<file path="src/rtl/uart_rx_fifo_pkg.sv">
`timescale 1ns/1ps
// Shared FSM states, status bit positions and baud divider helper for uart_rx_fifo.
package uart_rx_fifo_pkg;

  typedef enum logic [2:0] {
    ST_IDLE,
    ST_START,
    ST_DATA,
    ST_STOP,
    ST_WAIT
  } rx_state_e;

  localparam int STAT_READY     = 0;
  localparam int STAT_FULL      = 1;
  localparam int STAT_OVERRUN   = 2;
  localparam int STAT_FRAME_ERR = 3;

  localparam logic [3:0] MID_SAMPLE  = 4'd7;
  localparam logic [3:0] LAST_SAMPLE = 4'd15;

  // Rounded clocks per 16x oversample tick.
  function automatic int calc_div(input int clk_hz, input int baud);
    return (clk_hz + 8 * baud) / (16 * baud);
  endfunction

endpackage

</file>
<file path="src/rtl/uart_rx_fifo_sync_fifo.sv">
`timescale 1ns/1ps
// Generic synchronous FIFO; dout shows the head combinationally, count updates the clk after push/pop.
// Push when full is dropped unless a pop happens in the same clk; pop when empty is ignored.
module uart_rx_fifo_sync_fifo #(
  parameter int W     = 8,
  parameter int DEPTH = 16
) (
  input  logic                   clk,
  input  logic                   res,
  input  logic                   push,
  input  logic                   pop,
  input  logic [W-1:0]           din,
  output logic [W-1:0]           dout,
  output logic [$clog2(DEPTH):0] count
);

  localparam int AW = $clog2(DEPTH);
  localparam logic [AW:0] FULL_CNT = (AW+1)'(DEPTH);

  logic [W-1:0]  mem_q [DEPTH];
  logic [W-1:0]  mem_d [DEPTH];
  logic [AW-1:0] wr_ptr_q, wr_ptr_d;
  logic [AW-1:0] rd_ptr_q, rd_ptr_d;
  logic [AW:0]   count_q, count_d;
  logic          do_push, do_pop;

  always_comb begin
    do_pop   = pop && (count_q != '0);
    // A pop in the same clk frees the head slot, so a full FIFO still takes the push.
    do_push  = push && ((count_q != FULL_CNT) || do_pop);
    mem_d    = mem_q;
    wr_ptr_d = wr_ptr_q;
    rd_ptr_d = rd_ptr_q;
    count_d  = count_q;
    if (do_push) begin
      mem_d[wr_ptr_q] = din;
      wr_ptr_d        = wr_ptr_q + 1'b1;
    end
    if (do_pop) begin
      rd_ptr_d = rd_ptr_q + 1'b1;
    end
    case ({do_push, do_pop})
      2'b10:   count_d = count_q + 1'b1;
      2'b01:   count_d = count_q - 1'b1;
      default: count_d = count_q;
    endcase
  end

  always_ff @(posedge clk) begin
    if (res) begin
      wr_ptr_q <= '0;
      rd_ptr_q <= '0;
      count_q  <= '0;
    end else begin
      wr_ptr_q <= wr_ptr_d;
      rd_ptr_q <= rd_ptr_d;
      count_q  <= count_d;
    end
  end

  always_ff @(posedge clk) begin
    mem_q <= mem_d;
  end

  assign dout  = mem_q[rd_ptr_q];
  assign count = count_q;

endmodule

</file>
<file path="src/rtl/uart_rx_fifo.sv">
`timescale 1ns/1ps
// 16x-oversampled 8N1 UART receiver feeding a byte FIFO; ready rises ~9.5 bit times after the start edge.
// No backpressure on the line: a byte arriving at a full FIFO without a same-clk pop is dropped and flags overrun.
module uart_rx_fifo
  import uart_rx_fifo_pkg::*;
#(
  parameter int CLK_HZ = 50_000_000,
  parameter int BAUD   = 115200,
  parameter int DEPTH  = 16
) (
  input  logic       clk,
  input  logic       res,
  input  logic       rx,
  input  logic       rd_req,
  input  logic       clr_req,
  output logic [7:0] data_out,
  output logic [7:0] status,
  output logic       irq
);

  localparam int DIV = calc_div(CLK_HZ, BAUD);
  localparam int DW  = $clog2(DIV + 1);
  localparam int CW  = $clog2(DEPTH) + 1;
  localparam logic [DW-1:0] DIV_LAST = DW'(DIV - 1);
  localparam logic [CW-1:0] FULL_CNT = CW'(DEPTH);

  logic            rx_meta_q, rx_meta_d;
  logic            rxs_q, rxs_d;
  logic            rxs_prev_q, rxs_prev_d;
  logic            rd_prev_q, rd_prev_d;
  logic            clr_prev_q, clr_prev_d;
  rx_state_e       state_q, state_d;
  logic [DW-1:0]   div_q, div_d;
  logic [3:0]      smp_q, smp_d;
  logic [2:0]      bit_q, bit_d;
  logic [7:0]      shreg_q, shreg_d;
  logic            overrun_q, overrun_d;
  logic            frame_err_q, frame_err_d;

  logic            tick, push, pop, pop_eff, frame_evt, ovf_evt, clr_rise, ready, full;
  logic [7:0]      fifo_dout;
  logic [CW-1:0]   fifo_count;

  uart_rx_fifo_sync_fifo #(
    .W     (8),
    .DEPTH (DEPTH)
  ) u_fifo (
    .clk   (clk),
    .res   (res),
    .push  (push),
    .pop   (pop),
    .din   (shreg_q),
    .dout  (fifo_dout),
    .count (fifo_count)
  );

  always_comb begin
    rx_meta_d  = rx;
    rxs_d      = rx_meta_q;
    rxs_prev_d = rxs_q;
    rd_prev_d  = rd_req;
    clr_prev_d = clr_req;

    tick      = (div_q == DIV_LAST);
    div_d     = tick ? '0 : div_q + 1'b1;
    state_d   = state_q;
    smp_d     = smp_q;
    bit_d     = bit_q;
    shreg_d   = shreg_q;
    push      = 1'b0;
    frame_evt = 1'b0;

    case (state_q)
      ST_IDLE: begin
        // Zeroing the divider here phases every sample relative to the start edge.
        if (rxs_prev_q && !rxs_q) begin
          state_d = ST_START;
          smp_d   = '0;
          div_d   = '0;
        end
      end
      ST_START: begin
        if (tick) begin
          if (smp_q == MID_SAMPLE) begin
            if (rxs_q) begin
              state_d = ST_IDLE;
            end else begin
              state_d = ST_DATA;
              smp_d   = '0;
              bit_d   = '0;
            end
          end else begin
            smp_d = smp_q + 1'b1;
          end
        end
      end
      ST_DATA: begin
        if (tick) begin
          if (smp_q == LAST_SAMPLE) begin
            shreg_d = {rxs_q, shreg_q[7:1]};
            smp_d   = '0;
            bit_d   = bit_q + 1'b1;
            if (bit_q == 3'd7) begin
              state_d = ST_STOP;
            end
          end else begin
            smp_d = smp_q + 1'b1;
          end
        end
      end
      ST_STOP: begin
        if (tick) begin
          if (smp_q == LAST_SAMPLE) begin
            if (rxs_q) begin
              push    = 1'b1;
              state_d = ST_IDLE;
            end else begin
              frame_evt = 1'b1;
              state_d   = ST_WAIT;
            end
          end else begin
            smp_d = smp_q + 1'b1;
          end
        end
      end
      ST_WAIT: begin
        if (tick && rxs_q) begin
          state_d = ST_IDLE;
        end
      end
      default: state_d = ST_IDLE;
    endcase

    // Pop at the end of the CPU read so data_out holds for the whole access.
    pop      = rd_prev_q && !rd_req;
    pop_eff  = pop && (fifo_count != '0);
    full     = (fifo_count == FULL_CNT);
    ready    = (fifo_count != '0);
    ovf_evt  = push && full && !pop_eff;
    clr_rise = clr_req && !clr_prev_q;

    overrun_d   = ovf_evt   ? 1'b1 : (clr_rise ? 1'b0 : overrun_q);
    frame_err_d = frame_evt ? 1'b1 : (clr_rise ? 1'b0 : frame_err_q);

    status                 = 8'h00;
    status[STAT_READY]     = ready;
    status[STAT_FULL]      = full;
    status[STAT_OVERRUN]   = overrun_q;
    status[STAT_FRAME_ERR] = frame_err_q;
    data_out               = ready ? fifo_dout : 8'hFF;
    irq                    = ready;
  end

  always_ff @(posedge clk) begin
    if (res) begin
      rx_meta_q   <= 1'b1;
      rxs_q       <= 1'b1;
      rxs_prev_q  <= 1'b1;
      rd_prev_q   <= 1'b0;
      clr_prev_q  <= 1'b0;
      state_q     <= ST_IDLE;
      div_q       <= '0;
      smp_q       <= '0;
      bit_q       <= '0;
      shreg_q     <= '0;
      overrun_q   <= 1'b0;
      frame_err_q <= 1'b0;
    end else begin
      rx_meta_q   <= rx_meta_d;
      rxs_q       <= rxs_d;
      rxs_prev_q  <= rxs_prev_d;
      rd_prev_q   <= rd_prev_d;
      clr_prev_q  <= clr_prev_d;
      state_q     <= state_d;
      div_q       <= div_d;
      smp_q       <= smp_d;
      bit_q       <= bit_d;
      shreg_q     <= shreg_d;
      overrun_q   <= overrun_d;
      frame_err_q <= frame_err_d;
    end
  end

endmodule

</file>
<file path="config.mk">
export PLATFORM = sky130hd
export DESIGN_NAME = uart_rx_fifo
export DESIGN_NICKNAME = d
export VERILOG_FILES = /design/src/rtl/uart_rx_fifo_pkg.sv /design/src/rtl/uart_rx_fifo_sync_fifo.sv /design/src/rtl/uart_rx_fifo.sv
export SDC_FILE = /design/constraint.sdc
export NUM_CORES = 1
export LEC_CHECK = 0
export CAP_MARGIN = 20
export CORE_ASPECT_RATIO = 1.5
export CORE_MARGIN = 2
export CORE_UTILIZATION = 30
export CTS_CLUSTER_SIZE = 12
export DETAILED_ROUTE_END_ITERATION = 7
export GPL_TIMING_DRIVEN = 0
export PLACE_DENSITY_LB_ADDON = 0.05
export RECOVER_POWER = 50
export SLEW_MARGIN = 25
export SYNTH_ARGS = -nofsm -noshare
export SYNTH_HDL_FRONTEND = slang
export SYNTH_SLANG_ARGS = --single-unit
</file>
<file path="constraint.sdc">
create_clock -name clk -period 3 [get_ports clk]
set_input_delay 0.6 -clock clk [delete_from_list [all_inputs] [get_ports clk]]
set_output_delay 0.6 -clock clk [all_outputs]
set_load 0.02 [all_outputs]
</file>
==> metrics.cfg <==
[yosys]
synth_flop_cell=edfxtp_1
async_reset_ff_frac=0
synthCells=494
synth-seq-area-share=0.636
yosysWarningCount=0
syn_area_mm2=0.00740
post_synth.cell_area_avg_um2=15.0
yosysUniqueCellTypes=61
ys_seq_elements=171
synth_edf_count=128

[sta]
post-route-period-util=0.956
rsz0062_at_grt=false
setup_viol=0
slew_headroom=0.426
layout_min_cycle_time_ns=2.87
hold_viol=0
worst_slew_pin_slew_ns=0.857
fmax_mhz=349
setup_ws_ns=0.132
maxSlewViolCount=0
finClkSkew_ns=0.0118

[placement]
dpl.hpwl_um=11700
post-place-ws_ns=-0.457
portBuffers=17
routabilityCongestion=0.744
place_area_mm2=0.00803

[global_routing]
grt_overflow=0
antenna_found_initial=0
grt_pass1_wl_um=26500
grt_max_degree=19
first_global_vias=4373
grtUsageTotal=0.141

[clocking]
cts_buffer_depth=2
clk_latency_ns=0.43
cts_buffers=17
hold_buffers=0
cts_root_buf=clkbuf_16
tritoncts=done
cts_num_sinks=171
htreeDepth=4
clkTransAtPathRegs_ns=0.06

[detailed_routing]
drt_iter0_markers=271
wire_per_inst_um=19.5
routed_wl_um=17200
drc_errors=0
route.vias.total=4188
routed_via_density=4.75
drtPass1Iterations=4
ant_nets=0

[layout]
area_growth_syn_to_layout_pct=20.5
nets=563
final_area_mm2=0.00892
n_antenna_cell=0
drive_gt1_frac=0.269

[critical_path]
crit_required_ns=2.40
cp.arrival_ns=2.27
cp_max_fo=10
path_cells=buf_6 > buf_12 > mux4_2 > mux2i_4 > a22oi_1 > clkdlybuf4s15_2
crit_type=register to primary output
crit_path_top_delay_cell=mux4_2
critPathLaunchType=register
crit_path_end_kind=primary output
slowest_delay_ns=0.55

[flow_run]
max_cap_violations=0

[die]
num_rows=70
fp.dieW_um=132
start_util=0.304
dieHeight_um=196
dieArea_mm2=0.0260
ios=22
core_area_mm2=0.0243

[pwr]
leakage_uw=0.00297
powerDensity_mw_per_mm2=572
ir_worst_vdd_mv=0.353

[outcome]
status=finished clean

[worst_hold_path]
hold_path.class=register to register

[Yosys cell counts, types with 6 or more instances]
library cell	n	area, µm²
inv_1	16	60.1
mux2i_1	28	280
nand2_1	12	45.0
nor2b_1	6	37.5
ha_1	14	175
nor3_1	7	35.0
buf_2	7	35.0
buf_4	8	60.1
nor2_1	44	165
nand2b_1	8	50.1
edfxtp_1	128	3840
nand3_1	11	55.1
xor2_1	7	61.3
nand4_1	7	43.8
clkbuf_1	18	67.6
a22oi_1	10	75.1
a21oi_1	14	70.1
mux4_2	32	721
dfxtp_1	43	861
[repair_timing]
action | in CTS | in global routing
setup endpoints to repair | 13 | 12
setup buffers | 3 | 14
resized for setup | 63 | 24
pin swaps | 3 | 8
[worst paths after layout]
kind,from,endpoint,slack (ns),cells after the start
hold / removal,rx_meta_q,rxs_prev_d,0.41,1
setup / recovery,u_fifo.rd_ptr_q[0],data_out[5],0.13,6
setup reg to reg,smp_q[0],u_fifo.count[3],0.19,12
hold reg to reg,rx_meta_q,rxs_prev_d,0.41,1
[through the flow]
stage          setup TNS [ns]  std cells  power, µW  hold WS (ns)  utilization
3_3_place_gp           -21.36        838       2930         0.396        0.328
3_5_place_dp            -6.24        840       2930         0.394        0.330
6_report                    0        881       5100         0.408        0.366
4_1_cts                     0        869       5160         0.409        0.359
5_1_grt                     0        881       5280         0.424        0.366
2_1_floorplan               0        497       2820         0.389            -
[routing by layer]
metal,GRT usage,share of wire,vias up,wire (µm)
li1,-,-,1984,-
met1,0.161,0.42,2137,7230
met2,0.259,0.54,52,9350
met3,0.0291,0.022,15,374
met4,0.0502,0.015,0,266
met5,0,0,-,0
[cells by family after synthesis]
kind of cell | share of synthesized area
AO/OA/AOI/OAI | 0.0576
multiplexers | 0.137
AND/OR/NAND/NOR | 0.0985
adder cells (fa/ha/maj) | 0.0237
other | 0.000507
XOR/XNOR | 0.0106
buffers and inverters | 0.0362
flip-flops | 0.636
[report_power, final]
group	total [µW]	internal, µW	switching [µW]
clock network	2210	1300	909
registers	2550	2530	24.9
logic	346	151	195
[worst max-delay path: cells and delay by family (launching register included)]
family | cells | cell delay [ns]
compound gates | 1 | 0.11
mux | 2 | 0.75
flops | 1 | 0.35
buf+inv | 3 | 0.62
[registers in the layout, summed over array words and instances (netlist names), 3 cells and up]
| register | cells |
|---|---|
| u_fifo.count | 5 |
| state_q | 3 |
| bit_q | 3 |
| u_fifo.mem_q | 128 |
| u_fifo.wr_ptr_q | 4 |
| smp_q | 4 |
| div_q | 5 |
| u_fifo.rd_ptr_q | 4 |
| shreg_q | 8 |
[cell usage in the layout, fill, tap and decap left out, types with 5 or more instances in the layout]
cell type	instances
nand4_1	7
a21oi_1	12
clkbuf_1	11
clkdlybuf4s50_1	5
clkbuf_16	17
nand2_1	11
nor2b_1	5
dfxtp_1	41
mux4_2	32
nor3_1	5
inv_1	16
mux2i_1	21
edfxtp_1	128
ha_1	10
nand2b_1	8
a22oi_1	10
buf_4	27
nand3_1	11
mux2i_4	5
xor2_1	6
clkdlybuf4s15_2	8
nor2_1	42
[layout make-up]
cell class                 count  area, µm²
clock inverter                13        149
fill                        2444      15400
clock buffer                  19        433
multi-input combinational    271       2600
buffer                        31        239
tap                          324        405
timing repair buffer          36        323
sequential                   171       4710
inverter                      16       60.1
No activity file was read; power rests on OpenSTA's default activity.
